## config.mk

```make
export PLATFORM = sky130hd
export DESIGN_NAME = m6809_core_regpull_flat
export DESIGN_NICKNAME = d
export VERILOG_FILES = /design/src/rtl/m6809_pkg.sv /design/src/rtl/m6809_core_regpull_if.sv /design/src/rtl/m6809_core_pullorder.sv /design/src/rtl/m6809_core_regpull.sv /design/src/flat_wrapper.sv
export SDC_FILE = /design/constraint.sdc
export NUM_CORES = 1
export LEC_CHECK = 0
export ABC_AREA = 1
export BUFFER_PORTS_ARGS = -buffer_cell sky130_fd_sc_hd__buf_4
export CAP_MARGIN = 20
export CORE_MARGIN = 1
export CORE_UTILIZATION = 47
export DETAILED_ROUTE_END_ITERATION = 7
export PLACE_DENSITY_LB_ADDON = 0.08
export SLEW_MARGIN = 10
export SYNTH_ARGS = -nofsm -noshare
export SYNTH_HDL_FRONTEND = slang
export SYNTH_HIERARCHICAL = 1
export SYNTH_SLANG_ARGS = --single-unit
export TNS_END_PERCENT = 50
```

## constraint.sdc

```tcl
create_clock -name clk -period 1.8 [get_ports clk]
set_input_delay 0.45 -clock clk [delete_from_list [all_inputs] [get_ports clk]]
set_output_delay 0.45 -clock clk [all_outputs]
set_load 0.03 [all_outputs]
```

## src/rtl/m6809_pkg.sv

```systemverilog
// m6809_pkg -- shared constants for the 6809 stack push/pull/regmove logic.
//   OP_*  : stack opcode values as seen in the instruction register
//   SEL_* : post-byte bit index of each register (write-back select codes)
//   state_e : sequencer state encoding
//   is_pull() : true for the two pull opcodes
package m6809_pkg;

    localparam logic [7:0] OP_PSHS = 8'h34;
    localparam logic [7:0] OP_PULS = 8'h35;
    localparam logic [7:0] OP_PSHU = 8'h36;
    localparam logic [7:0] OP_PULU = 8'h37;

    localparam logic [2:0] SEL_CC = 3'd0;
    localparam logic [2:0] SEL_A  = 3'd1;
    localparam logic [2:0] SEL_B  = 3'd2;
    localparam logic [2:0] SEL_DP = 3'd3;
    localparam logic [2:0] SEL_X  = 3'd4;
    localparam logic [2:0] SEL_Y  = 3'd5;
    localparam logic [2:0] SEL_SP = 3'd6;
    localparam logic [2:0] SEL_PC = 3'd7;

    typedef enum logic [2:0] {
        ST_IDLE    = 3'd0,
        ST_DEAD    = 3'd1,
        ST_READ    = 3'd2,
        ST_CAPTURE = 3'd3,
        ST_FINISH  = 3'd4
    } state_e;

    function automatic logic is_pull(input logic [7:0] op);
        return (op == OP_PULS) || (op == OP_PULU);
    endfunction

endpackage

```

## src/rtl/m6809_core_regpull_if.sv

```systemverilog
// m6809_core_regpull_if -- request, memory-read and write-back signals of the
// register pull sequencer.
//   request   : ir_in, din (post-byte), start, sp_in
//   memory    : mem_rd, mem_addr, mem_din (data one cycle after mem_rd)
//   writeback : reg_we, reg_sel, reg_data, sp_we, sp_out, stk_sel
//   status    : busy, done
// stk_sel tells which stack pointer sp_out belongs to (0 = S, 1 = U); it is
// only non-zero alongside sp_we.
// modport slave  : the sequencer
// modport master : the CPU core / environment driving it
interface m6809_core_regpull_if;
    logic [7:0]  ir_in;
    logic [7:0]  din;
    logic        start;
    logic [15:0] sp_in;
    logic [7:0]  mem_din;
    logic        mem_rd;
    logic [15:0] mem_addr;
    logic        reg_we;
    logic [2:0]  reg_sel;
    logic [15:0] reg_data;
    logic        sp_we;
    logic [15:0] sp_out;
    logic        stk_sel;
    logic        busy;
    logic        done;

    modport slave (
        input  ir_in, din, start, sp_in, mem_din,
        output mem_rd, mem_addr, reg_we, reg_sel, reg_data,
               sp_we, sp_out, stk_sel, busy, done
    );

    modport master (
        output ir_in, din, start, sp_in, mem_din,
        input  mem_rd, mem_addr, reg_we, reg_sel, reg_data,
               sp_we, sp_out, stk_sel, busy, done
    );
endinterface

```

## src/rtl/m6809_core_pullorder.sv

```systemverilog
// m6809_core_pullorder -- picks the next register to pull.
//   mask : post-byte bits still to be pulled
//   idx  : index of the lowest set bit (0 when mask is empty)
//   is16 : selected register is 16 bits wide (X, Y, U/S, PC)
module m6809_core_pullorder
    import m6809_pkg::*;
(
    input  logic [7:0] mask,
    output logic [2:0] idx,
    output logic       is16
);

    // Scan downwards so the lowest set bit wins.
    always_comb begin
        idx = '0;
        for (int i = 7; i >= 0; i--) begin
            if (mask[i]) idx = 3'(i);
        end
    end

    assign is16 = (idx >= SEL_X);

endmodule

```

## src/rtl/m6809_core_regpull.sv

```systemverilog
// m6809_core_regpull -- PULS/PULU register pull sequencer.
//   clk     : system clock, rising edge
//   reset_b : asynchronous active-low reset
//   bus     : m6809_core_regpull_if.slave (request, memory read, write-back)
// Each pulled byte takes a READ cycle (address out) and a CAPTURE cycle
// (data sampled at its end). A completed register is written back in the
// following cycle, overlapping the next READ.
// Build option: M6809_REGPULL_DEAD_CYCLE_EN inserts one idle busy cycle
// between the start edge and the first READ (or FINISH for post-byte 0x00).
//
// state      | meaning
// IDLE       | waiting for a pull start
// DEAD       | optional idle cycle before the first read
// READ       | mem_rd high, mem_addr = internal SP
// CAPTURE    | read data sampled at cycle end, SP incremented
// FINISH     | done / sp_we pulse, last write-back
module m6809_core_regpull
    import m6809_pkg::*;
(
    input  logic                  clk,
    input  logic                  reset_b,
    m6809_core_regpull_if.slave   bus
);

    state_e      state_q, state_d;
    logic [7:0]  pb_q, pb_d;
    logic [15:0] sp_q, sp_d;
    logic        stk_sel_q, stk_sel_d;
    logic        hi_q, hi_d;
    logic [7:0]  acc_hi_q, acc_hi_d;
    logic        wb_pend_q, wb_pend_d;
    logic [2:0]  wb_sel_q, wb_sel_d;
    logic [15:0] wb_data_q, wb_data_d;

    logic [2:0]  cur_idx;
    logic        cur_is16;
    logic [7:0]  cur_bit;

    m6809_core_pullorder u_order (
        .mask (pb_q),
        .idx  (cur_idx),
        .is16 (cur_is16)
    );

    assign cur_bit = 8'h01 << cur_idx;

    always_ff @(posedge clk or negedge reset_b) begin
        if (!reset_b) begin
            state_q   <= ST_IDLE;
            pb_q      <= '0;
            sp_q      <= '0;
            stk_sel_q <= 1'b0;
            hi_q      <= 1'b0;
            acc_hi_q  <= '0;
            wb_pend_q <= 1'b0;
            wb_sel_q  <= '0;
            wb_data_q <= '0;
        end else begin
            state_q   <= state_d;
            pb_q      <= pb_d;
            sp_q      <= sp_d;
            stk_sel_q <= stk_sel_d;
            hi_q      <= hi_d;
            acc_hi_q  <= acc_hi_d;
            wb_pend_q <= wb_pend_d;
            wb_sel_q  <= wb_sel_d;
            wb_data_q <= wb_data_d;
        end
    end

    always_comb begin
        state_d   = state_q;
        pb_d      = pb_q;
        sp_d      = sp_q;
        stk_sel_d = stk_sel_q;
        hi_d      = hi_q;
        acc_hi_d  = acc_hi_q;
        wb_pend_d = 1'b0;
        wb_sel_d  = wb_sel_q;
        wb_data_d = wb_data_q;

        unique case (state_q)
            ST_IDLE: begin
                if (bus.start && is_pull(bus.ir_in)) begin
                    pb_d      = bus.din;
                    stk_sel_d = bus.ir_in[1];
                    sp_d      = bus.sp_in;
                    hi_d      = 1'b0;
`ifdef M6809_REGPULL_DEAD_CYCLE_EN
                    state_d   = ST_DEAD;
`else
                    state_d   = (bus.din == 8'h00) ? ST_FINISH : ST_READ;
`endif
                end
            end
            ST_DEAD: begin
                state_d = (pb_q == 8'h00) ? ST_FINISH : ST_READ;
            end
            ST_READ: begin
                state_d = ST_CAPTURE;
            end
            ST_CAPTURE: begin
                sp_d = sp_q + 16'd1;
                if (cur_is16 && !hi_q) begin
                    // High byte of a 16-bit register: hold it, stay on this bit.
                    acc_hi_d = bus.mem_din;
                    hi_d     = 1'b1;
                    state_d  = ST_READ;
                end else begin
                    wb_pend_d = 1'b1;
                    wb_sel_d  = cur_idx;
                    wb_data_d = cur_is16 ? {acc_hi_q, bus.mem_din} : {8'h00, bus.mem_din};
                    pb_d      = pb_q & ~cur_bit;
                    hi_d      = 1'b0;
                    state_d   = (pb_d == 8'h00) ? ST_FINISH : ST_READ;
                end
            end
            ST_FINISH: begin
                state_d = ST_IDLE;
            end
            default: begin
                state_d = ST_IDLE;
            end
        endcase
    end

    assign bus.mem_rd   = (state_q == ST_READ);
    assign bus.mem_addr = (state_q == ST_READ) ? sp_q : 16'h0000;
    assign bus.reg_we   = wb_pend_q;
    assign bus.reg_sel  = wb_pend_q ? wb_sel_q : 3'd0;
    assign bus.reg_data = wb_pend_q ? wb_data_q : 16'h0000;
    assign bus.done     = (state_q == ST_FINISH);
    assign bus.sp_we    = (state_q == ST_FINISH);
    assign bus.sp_out   = (state_q == ST_FINISH) ? sp_q : 16'h0000;
    assign bus.stk_sel  = (state_q == ST_FINISH) && stk_sel_q;
    assign bus.busy     = (state_q == ST_DEAD) || (state_q == ST_READ) ||
                          (state_q == ST_CAPTURE);

endmodule

```

## src/flat_wrapper.sv

```systemverilog
// flat-port wrapper written by rule: the top's interface ports become plain ports
module m6809_core_regpull_flat import m6809_pkg::*;
  (clk, reset_b, bus_ir_in, bus_din, bus_start, bus_sp_in, bus_mem_din, bus_mem_rd, bus_mem_addr, bus_reg_we, bus_reg_sel, bus_reg_data, bus_sp_we, bus_sp_out, bus_stk_sel, bus_busy, bus_done);
  m6809_core_regpull_if bus_i ();
  input  logic clk;
  input  logic reset_b;
  input wire logic [$bits(bus_i.ir_in)-1:0] bus_ir_in;
  input wire logic [$bits(bus_i.din)-1:0] bus_din;
  input wire logic [$bits(bus_i.start)-1:0] bus_start;
  input wire logic [$bits(bus_i.sp_in)-1:0] bus_sp_in;
  input wire logic [$bits(bus_i.mem_din)-1:0] bus_mem_din;
  output wire logic [$bits(bus_i.mem_rd)-1:0] bus_mem_rd;
  output wire logic [$bits(bus_i.mem_addr)-1:0] bus_mem_addr;
  output wire logic [$bits(bus_i.reg_we)-1:0] bus_reg_we;
  output wire logic [$bits(bus_i.reg_sel)-1:0] bus_reg_sel;
  output wire logic [$bits(bus_i.reg_data)-1:0] bus_reg_data;
  output wire logic [$bits(bus_i.sp_we)-1:0] bus_sp_we;
  output wire logic [$bits(bus_i.sp_out)-1:0] bus_sp_out;
  output wire logic [$bits(bus_i.stk_sel)-1:0] bus_stk_sel;
  output wire logic [$bits(bus_i.busy)-1:0] bus_busy;
  output wire logic [$bits(bus_i.done)-1:0] bus_done;
  assign bus_i.ir_in = bus_ir_in;
  assign bus_i.din = bus_din;
  assign bus_i.start = bus_start;
  assign bus_i.sp_in = bus_sp_in;
  assign bus_i.mem_din = bus_mem_din;
  assign bus_mem_rd = bus_i.mem_rd;
  assign bus_mem_addr = bus_i.mem_addr;
  assign bus_reg_we = bus_i.reg_we;
  assign bus_reg_sel = bus_i.reg_sel;
  assign bus_reg_data = bus_i.reg_data;
  assign bus_sp_we = bus_i.sp_we;
  assign bus_sp_out = bus_i.sp_out;
  assign bus_stk_sel = bus_i.stk_sel;
  assign bus_busy = bus_i.busy;
  assign bus_done = bus_i.done;
  m6809_core_regpull u_core (.clk(clk), .reset_b(reset_b), .bus(bus_i));
endmodule
```

==> run summary, run 1 <==
#FFs+latches synth -> 57
Netlist cell types -> 34
1st-iter DRT viols -> 258
Main synth FF type -> dfrtp_1
Filler instances -> 591
Status -> finished, violations left
Min-Delay Path Class -> primary input to asynchronous set/reset pin
Cell chain of the critical path -> inv_2 > nand2_4 > nor2_4 > buf_12 > clkinv_8 > nor2_4 > buf_6
Final hold violations -> 0
Vias in the first global route -> 3494
Fin crit share -> 110%
Cells on worst reg2reg path -> 11
Worst r2r dst -> u_core/state_q[2]
Max Cap Viol -> 0
P_leak -> 2.58 nW
Core Util, Final -> 72.7%
Layout Cells excl Fill -> 726
Share of power burned in registers -> 32.1%
Setup WS pre-CTS -> -53.5 ps
Async set-reset flop share out of synthesis -> 100%
Total power -> 7.26 mW
WS Path Type -> flip-flop to output port
Synth area leader -> dfrtp_1
Register Area -> 1430 um2
Post-synth top area share -> 41.7%
Sw power -> 3.48 mW
WL per Instance -> 13.0 um
TNS Setup -> -5400 ps
Initial antenna violation count -> 0
Tot GR Track Use -> 26.5%
Max Freq -> 503 MHz
Post-route worst setup slack -> -188 ps
Post-synthesis mux area share -> 0.293%
Internal -> 3.79 mW
Crit path required time -> 1350 ps
Detail Placement HPWL -> 6.55 mm
Number of synthesis warnings -> 6
# setup viols final -> 36
CTS Buf Count -> 9
CTS root buf -> clkbuf_8
EDFF count, synth -> 0
TritonCTS clock tree -> done
Worst skew pair latency -> 330 ps
CP most frequent cell -> nor2_4
Main combinational cell family by area after synthesis -> simple AND/OR/NAND/NOR gates
CP max stage cell -> dfrtp_2
Register area share after synthesis -> 41.7%
DIE AREA -> 7620 um2
I/O pin cnt -> 100
Clock power share -> 14.3%
P per Cell Area -> 1450 nW/um2
Comb pwr share -> 53.5%
CTS Sinks -> 57
Most common cell after layout, fill and taps aside -> nand2_1
H-tree depth -> 3
Placement Cell Area -> 4540 um2
RSZ-0062 raised after global routing -> true
Measured slew at the worst slew-check pin -> 419 ps
Critical R2R Launch -> u_core/pb_q[6]
CP max FO -> 4
FP Rows -> 30
Final #Nets -> 670
First-pass GRT wire length -> 15.7 mm
Inserted Diodes -> 0
Compound-Gate Fraction of Synth Area -> 10.2%
Core footprint -> 6910 um2
Final WL -> 9.47 mm
P&R area growth vs syn -> 46.8%
CP endpoint -> bus_sp_out[3]
Maximum vdd drop -> 0.00101 V
Cell Area, Synth -> 3420 um2
Slew margin rel. -> 71.8%
DR pass1 iterations -> 5
Most frequent cells in the layout -> 150 x nand2_1, 101 x buf_4, 58 x inv_1, 54 x dfrtp_1, 49 x nor2_1
Critical Path Start -> u_core/state_q[0]
Placed instance count -> 703
Clock Path Buffers -> 2
R2R Setup Slk -> 20 ps
Via density -> 5.10
Starting density of the core -> 49.5%
Slew Limit Fails -> 0
Area contributors post-synth -> dfrtp_1 42%, nand2_1 16%, nor2_1 8.6%, inv_1 6.5%, o21ai_0 5.9%
Final ANT Viol Nets -> 0
Failing checks -> setup timing
Port bufs -> 99
Drc violations -> 0
Critical Path End Type -> output port
Finished Cell Area -> 5020 um2
Worst-path clk slew -> 70 ps
Final Critical Period -> 1990 ps
Placer Congestion -> 0.851
Largest net degree at the start of global routing -> 32
Syn nets -> 550
Mean Syn Cell Area -> 6.76 um2
Fraction of layout cells with a size suffix above 1 -> 31.4%
Worst Path Arrival -> 1540 ps
Post-Synthesis Cells -> 506
DR vias -> 3702
Critical Path Start Type -> flip-flop
Die width -> 87.3 um
Max Clock Skew -> 8.76 ps
Post-Synth Simple-Gate Area -> 36.0%
Post-Synth Adder-Cell Area -> 0.366%
Worst path max stage delay -> 440 ps
Switching share of total power -> 47.9%
Synth Area in XOR/XNOR -> 0.512%
Die height -> 87.3 um
Hold_ws -> 35.7 ps
Footprint of the multi-input gates -> 1900 um2
GRT overflow -> 0
cells by family (layout without fill, tap and decap cells):
logic type      count (synthesis)  count (layout)
fa+ha+maj                       1               1
compound gates                 68              68
buf+inv                        86             210
flops                          57              57
xor+xnor                        2               2
mux                             1               1
simple gates                  291             291
worst max-delay path: cells and delay by family, from the launching register on:
kind | cells | cell delay (ps)
buf+inv | 4 | 500
simple gates | 3 | 250
flops | 1 | 440
power by group through the flow:
stage                     clock network, mW  logic, mW  registers [mW]
after CTS                              1.07       3.77            2.31
after floorplan                           0       2.61            2.23
final                                  1.04       3.89            2.33
after detailed placement                  0       3.60            2.34
after global placement                    0       3.54            2.31
after global routing                   1.13       4.30            2.42
cells in the mapped netlist (3+ instances only):
library cell  instances
buf_2                 6
inv_1                59
nand4_1               7
a21oi_1               8
o21ai_0              40
nand2_1             150
nand3_1              31
nor2_2                3
nor2_1               78
inv_2                 5
nand2_2               3
o21ai_1              15
clkbuf_1              5
nor3_1               11
buf_4                 5
dfrtp_1              57
what timing repair did:
item / in CTS / in global routing
gates resized for setup: 44 / 16
pin swaps: 2 / 3
endpoints found under the setup margin: 55 / 81
hold buffers: 0 / 0
setup buffers: 5 / 1
gates cloned: 2 / 0
worst min-delay path by stage:
stage                           to  slack (ps)    start
5_1_grt        u_core/wb_data_q[7]          50  reset_b
3_3_place_gp   u_core/wb_data_q[7]         400  reset_b
6_report       u_core/wb_data_q[7]          40  reset_b
2_1_floorplan   u_core/acc_hi_q[0]         150  reset_b
4_1_cts        u_core/wb_data_q[7]          40  reset_b
3_5_place_dp   u_core/wb_data_q[7]         410  reset_b
layer usage:
layer,share of wire [%],up-vias,GRT usage (%)
li1,-,1824,-
met1,42,1726,35.3
met2,50,140,43.1
met3,6.1,12,5.88
met4,1.1,0,7.90
met5,0,-,0
registers in the layout, indices dropped and copies added, names as in the netlist:
| signal | flops |
|---|---|
| u_core/sp_q | 16 |
| u_core/wb_data_q | 16 |
| u_core/acc_hi_q | 8 |
| u_core/pb_q | 8 |
| u_core/state_q | 3 |
| u_core/wb_sel_q | 3 |
| u_core/bus.reg_we | 1 |
| u_core/hi_q | 1 |
| u_core/stk_sel_q | 1 |
final cells by class:
| class | instances | share of cell area (%) |
|---|---|---|
| sequential | 57 | 28.5 |
| timing repair buffer | 126 | 21.4 |
| inverter | 67 | 5.46 |
| timing repair inverter | 2 | 0.922 |
| clock inverter | 5 | 0.648 |
| tap | 96 | 2.39 |
| clock buffer | 10 | 2.74 |
| multi-input combinational | 363 | 37.9 |
No activity file was read; power rests on OpenSTA's default activity.
==> run 2: changes to the inputs <==
--- a/config.mk
+++ b/config.mk
@@ -11,6 +11,7 @@
 export CORE_MARGIN = 1
 export CORE_UTILIZATION = 47
 export DETAILED_ROUTE_END_ITERATION = 7
+export MAX_ROUTING_LAYER = met4
 export PLACE_DENSITY_LB_ADDON = 0.08
 export SLEW_MARGIN = 10
 export SYNTH_ARGS = -nofsm -noshare
==> run 2 against run 1 <==
The flow still finishes with violations (setup timing). Critical endpoint is now bus_sp_out[13]. Via count is 3.7% higher. Cell count is 1.9% higher. Clock power is 34% higher.
==> run summary, run 2 (synthesis results as in run 1) <==
Placer Congestion -> 0.878 (+3.2%)
Most common cell after layout, fill and taps aside -> nand2_1
DIE AREA -> 7620 um2 (unchanged)
Maximum vdd drop -> 0.00115 V (+13%)
P_leak -> 2.70 nW (+4.7%)
Measured slew at the worst slew-check pin -> 474 ps (+54.7 ps)
P per Cell Area -> 1580 nW/um2 (+8.9%)
Die width -> 87.3 um (unchanged)
Status -> finished, violations left
1st-iter DRT viols -> 296 (+15%)
Worst skew pair latency -> 340 ps (about the same)
First-pass GRT wire length -> 16.0 mm (+2.0%)
Core footprint -> 6910 um2 (unchanged)
Via density -> 5.19 (+1.7%)
Failing checks -> setup timing
CTS Buf Count -> 9 (unchanged)
WS Path Type -> flip-flop to output port
Final ANT Viol Nets -> 0 (unchanged)
Cell chain of the critical path -> inv_2 > nand2_4 > nor2_4 > buf_12 > clkinv_16 > nor2_4 > buf_6
CTS Sinks -> 57 (unchanged)
Critical Path Start Type -> flip-flop
Worst path max stage delay -> 400 ps (-40 ps)
Finished Cell Area -> 5350 um2 (+6.5%)
CP max FO -> 8 (+4)
Post-route worst setup slack -> -243 ps (-54.7 ps)
Fraction of layout cells with a size suffix above 1 -> 35.6% (+4.1 points)
Vias in the first global route -> 3397 (-2.8%)
# setup viols final -> 43 (+19%)
I/O pin cnt -> 100 (unchanged)
Placed instance count -> 703 (unchanged)
Clock Path Buffers -> 2 (unchanged)
Final hold violations -> 0 (unchanged)
DR pass1 iterations -> 5 (unchanged)
Most frequent cells in the layout -> 146 x nand2_1, 92 x buf_4, 57 x inv_1, 53 x dfrtp_1, 42 x nor2_1
Worst Path Arrival -> 1590 ps (+50 ps)
Layout Cells excl Fill -> 740 (+1.9%)
Die height -> 87.3 um (unchanged)
Tot GR Track Use -> 28.1% (+1.6 points)
Final Critical Period -> 2040 ps (+54.7 ps)
Min-Delay Path Class -> primary input to flip-flop
Port bufs -> 99 (unchanged)
Largest registers -> u_core/sp_q: 16 flops, u_core/wb_data_q: 16 flops
Max Cap Viol -> 0 (unchanged)
Final #Nets -> 683 (+1.9%)
Max Freq -> 490 MHz (-2.7%)
Detail Placement HPWL -> 6.64 mm (+1.3%)
Slew Limit Fails -> 0 (unchanged)
WL per Instance -> 15.0 um (+15%)
Placement Cell Area -> 4550 um2 (+0.28%)
GRT overflow -> 0 (unchanged)
CP most frequent cell -> nor2_4
DR vias -> 3839 (+3.7%)
Max Clock Skew -> 11.2 ps (+2.45 ps)
Initial antenna violation count -> 0 (unchanged)
P&R area growth vs syn -> 56.3%
Starting density of the core -> 49.5% (unchanged)
Crit path required time -> 1350 ps (about the same)
CTS root buf -> clkbuf_8
Slew margin rel. -> 68.3% (-3.5 points)
Drc violations -> 0 (unchanged)
RSZ-0062 raised after global routing -> true
Fin crit share -> 113% (+3.0 points)
Final WL -> 11.1 mm (+17%)
Worst-path clk slew -> 80 ps (about the same)
Inserted Diodes -> 0 (unchanged)
H-tree depth -> 3 (unchanged)
TritonCTS clock tree -> done
Critical Path End Type -> output port
Largest net degree at the start of global routing -> 37 (+16%)
FP Rows -> 30 (unchanged)
CP max stage cell -> dfrtp_1
-- run 2: cell count changes in the layout (fill, tap and decap cells not counted), sizes merged --
cell,before,now
bufinv,0,3
buf,126,136
clkbuf,10,9
clkinvlp,3,1
dlygate4sd3,0,1
inv,66,69
-- run 2: area by class of cell --
| class | count | area [um2] |
|---|---|---|
| clock buffers | 9 | 124 |
| clock inverters | 7 | 103 |
| fillers | 510 | 1560 |
| inverters | 67 | 298 |
| multi-input cells | 363 | 1960 |
| flip-flops and latches | 57 | 1430 |
| well taps | 96 | 120 |
| repair buffers | 137 | 1240 |
| repair inverters | 4 | 66.3 |
-- run 2: stage by stage --
stage / TNS, ps / power, mW / util [%] / worst slack [ps] / hold slack [ps]
after global placement: 0 / 5.87 / 65.9 / 40.1 / 365
final: -7810 / 8.43 / 77.4 / -243 / 358
after CTS: -5690 / 7.58 / 73.2 / -178 / 353
after floorplan: -2300 / 4.84 / - / -71.7 / 154
after global routing: -10960 / 8.94 / 77.4 / -313 / 363
after detailed placement: -91.3 / 5.96 / 65.9 / -36.0 / 367
-- run 2: timing repair --
action                                  4_1_cts  5_1_grt
pin swaps                                     4       15
hold endpoints to repair                     18        0
buffers inserted                              7        9
gates resized for setup                      47       53
gates cloned                                  2        2
endpoints found under the setup margin       57       69
hold buffers                                  1        0
-- run 2: final timing paths --
kind | slack [ps] | cells past startpoint | from | end
worst min register to register | 480 | 2 | u_core/wb_data_q[8] | u_core/wb_data_q[8]
worst max-delay path | -240 | 7 | u_core/state_q[1] | bus_sp_out[13]
worst max register to register | -150 | 11 | u_core/pb_q[7] | u_core/state_q[2]
min in group asynchronous | 540 | 2 | reset_b | u_core/wb_data_q[3]
max in group asynchronous | 720 | 3 | reset_b | u_core/bus.reg_we
worst min-delay path | 360 | 3 | bus_ir_in[1] | u_core/stk_sel_q
-- run 2: per-layer routing --
metal / up-vias / share of wire, % / track usage (%)
met5: - / 0 / -
met4: 0 / 2.6 / 11.8
met3: 31 / 6.0 / 3.22
met2: 185 / 50 / 44.0
met1: 1768 / 41 / 37.0
li1: 1855 / - / -
-- run 2: critical path: cells and delay by family, from the launching register on --
kind / cells / cell delay, ps
buffers and inverters: 4 / 550
flip-flops: 1 / 400
AND/OR/NAND/NOR: 3 / 310
-- run 2: where the power goes --
part | internal, mW | total, mW | switching, mW
combinational | 1.81 | 4.70 | 2.89
sequential | 1.84 | 2.34 | 0.505
clock | 0.794 | 1.39 | 0.592
total | 4.44 | 8.43 | 3.98
==> run 3: changes to the inputs <==
--- a/config.mk
+++ b/config.mk
@@ -8,11 +8,12 @@
 export ABC_AREA = 1
 export BUFFER_PORTS_ARGS = -buffer_cell sky130_fd_sc_hd__buf_4
 export CAP_MARGIN = 20
-export CORE_MARGIN = 1
+export CORE_MARGIN = 5
 export CORE_UTILIZATION = 47
 export DETAILED_ROUTE_END_ITERATION = 7
 export MAX_ROUTING_LAYER = met4
 export PLACE_DENSITY_LB_ADDON = 0.08
+export SETUP_SLACK_MARGIN = 0.1
 export SLEW_MARGIN = 10
 export SYNTH_ARGS = -nofsm -noshare
 export SYNTH_HDL_FRONTEND = slang
==> constraint.sdc (replaced) <==
create_clock -name clk -period 1.8 [get_ports clk]
set_input_delay 0.18 -clock clk [delete_from_list [all_inputs] [get_ports clk]]
set_output_delay 0.18 -clock clk [all_outputs]
set_load 0.03 [all_outputs]
==> run 3 against run 2 <==
Count of clock-buffer cells in the layout is the same. Critical path type is now flip-flop to flip-flop. Sequential power barely moved. Sequential cell count is the same. Largest power group unchanged. The flow now finishes without violations. Clock power is essentially flat. Critical endpoint is now u_core/acc_hi_q[2]. Largest cell class unchanged.
==> run summary, run 3 (synthesis results as in run 1) <==
Status -> complete, no violations
Largest net degree at the start of global routing -> 58 (+57%)
Core footprint -> 7180 um2 (+3.9%)
CP max FO -> 8 (unchanged)
Hold_ws -> 96.3 ps (-262 ps)
# setup viols final -> 0 (-100%)
Most frequent cells in the layout -> 132 x nand2_1, 111 x buf_4, 56 x nor2_1, 55 x inv_1, 55 x dfrtp_1
Fin crit share -> 97.7% (-16 points)
Maximum vdd drop -> 0.00101 V (-12%)
Max Cap Viol -> 0 (unchanged)
CP max stage cell -> dfrtp_1
Final #Nets -> 679 (-0.59%)
Worst-path clk slew -> 80 ps (about the same)
WL per Instance -> 13.7 um (-8.5%)
Fraction of layout cells with a size suffix above 1 -> 36.9% (+1.3 points)
Critical Path Start Type -> flip-flop
DIE AREA -> 9080 um2 (+19%)
Placer Congestion -> 0.910 (+3.6%)
Via density -> 5.04 (-2.9%)
Worst Path Arrival -> 1980 ps (+390 ps)
Starting density of the core -> 47.7% (-1.9 points)
H-tree depth -> 3 (unchanged)
Final ANT Viol Nets -> 0 (unchanged)
First-pass GRT wire length -> 15.3 mm (-4.6%)
Slew margin rel. -> 50.1% (-18 points)
Drc violations -> 0 (unchanged)
Min-Delay Path Class -> primary input to flip-flop
Port bufs -> 99 (unchanged)
Max Freq -> 568 MHz (+16%)
Clock Path Buffers -> 2 (unchanged)
DR pass1 iterations -> 5 (unchanged)
Footprint of the multi-input gates -> 1960 um2 (about the same)
Final WL -> 10.1 mm (-8.6%)
CTS root buf -> clkbuf_8
Filler instances -> 559 (+9.6%)
Measured slew at the worst slew-check pin -> 748 ps (+274 ps)
Slew Limit Fails -> 0 (unchanged)
Inserted Diodes -> 0 (unchanged)
Core Util, Final -> 72.7% (-4.7 points)
Largest registers -> u_core/sp_q: 16 flops, u_core/wb_data_q: 16 flops
Final Critical Period -> 1760 ps (-283 ps)
Crit path required time -> 2030 ps (+680 ps)
Die width -> 95.3 um (+9.2%)
CTS Sinks -> 57 (unchanged)
Initial antenna violation count -> 0 (unchanged)
Final hold violations -> 0 (unchanged)
Cell count of the worst hold path -> 3 (unchanged)
WS Path Type -> flip-flop to flip-flop
Cells on worst reg2reg path -> 9 (-2)
Register Area -> 1430 um2 (-0.35%)
1st-iter DRT viols -> 224 (-24%)
P per Cell Area -> 1540 nW/um2 (-2.5%)
FP Rows -> 31 (+3.3%)
RSZ-0062 raised after global routing -> true
Die height -> 95.3 um (+9.2%)
Worst path max stage delay -> 390 ps (about the same)
Critical Path End Type -> flip-flop
Vias in the first global route -> 3410 (+0.38%)
GRT overflow -> 0 (unchanged)
Tot GR Track Use -> 21.9% (-6.2 points)
Most common cell after layout, fill and taps aside -> nand2_1
I/O pin cnt -> 100 (unchanged)
DR vias -> 3721 (-3.1%)
Worst skew pair latency -> 340 ps (about the same)
Cell chain of the critical path -> or2_4 > nor3b_2 > buf_6 > inv_4 > nor2_4 > nand2_4 > clkbuf_16 > nand2_1 > o21ai_1
TritonCTS clock tree -> done
TNS Setup -> 0 ps (+7810 ps)
Detail Placement HPWL -> 6.80 mm (+2.4%)
Max Clock Skew -> 13.6 ps (+2.38 ps)
CTS Buf Count -> 9 (unchanged)
P&R area growth vs syn -> 52.6%
P_leak -> 2.69 nW (-0.31%)
-- run 3: cell types whose count changed in the layout (fill, tap and decap cells not counted), sizes merged --
cell and delta:
inv -2, buf -4, clkbuf +4, clkinv -1
bufinv -1
-- run 3: worst max-delay path, delay by kind of cell, from the launching register on --
kind	cells	cell delay, ps
buffers and inverters	3	410
DFF	1	390
AOI/OAI and AO/OA	1	60
and+or+nand+nor	5	780
-- run 3: final timing paths --
check                                      from              endpoint  slack (ps)
min                                bus_sp_in[3]        u_core/sp_q[3]         100
min in group asynchronous               reset_b   u_core/wb_data_q[0]         470
min reg2reg                u_core/wb_data_q[15]  u_core/wb_data_q[15]         490
max                              u_core/pb_q[0]    u_core/acc_hi_q[2]          40
max reg2reg                      u_core/pb_q[0]    u_core/acc_hi_q[2]          40
max in group asynchronous               reset_b     u_core/state_q[1]         790
-- run 3: report_power, final --
part / leakage [nW] / internal (mW) / switching (mW) / total (mW)
clock: 0.110 / 0.790 / 0.584 / 1.37
combinational: 1.88 / 1.70 / 2.58 / 4.28
sequential: 0.698 / 1.83 / 0.536 / 2.37
-- run 3: per-layer routing --
metal | vias to the layer above | track usage [%] | routed length, um | share of wire [%]
met5 | - | - | 0 | 0
met4 | 0 | 6.85 | 98 | 0.97
met3 | 10 | 3.31 | 549 | 5.4
met2 | 119 | 35.0 | 5100 | 50
met1 | 1746 | 28.6 | 4390 | 43
li1 | 1846 | - | - | -
-- run 3: per-stage QoR --
| step | cell area, um2 | cells | total power, mW | setup WS [ps] |
|---|---|---|---|---|
| floorplan | 3490 | 506 | 4.65 | 21.2 |
| global placement | 4420 | 708 | 5.76 | -4.32 |
| detailed placement | 4420 | 708 | 5.83 | -14.3 |
| CTS | 4780 | 734 | 7.42 | 42.3 |
| global route | 5220 | 739 | 8.61 | -43.0 |
| finish | 5220 | 739 | 8.02 | 40.8 |
-- run 3: final cells by class --
type	count	area share [%]
Inverter	67	5.18
Clock inverter	7	1.97
Sequential cell	57	27.4
Timing Repair Buffer	137	23.1
Multi-Input combinational cell	363	37.6
Clock buffer	9	2.37
Tap cell	99	2.37
-- run 3: timing repair --
action                     4_1_cts  5_1_grt
cloned                           0        4
hold buffers                     1        0
hold endpoints to repair        57        0
pin swaps                        1       20
setup endpoints to repair       50       75
resized for setup               18      107
buffers inserted                 9        1
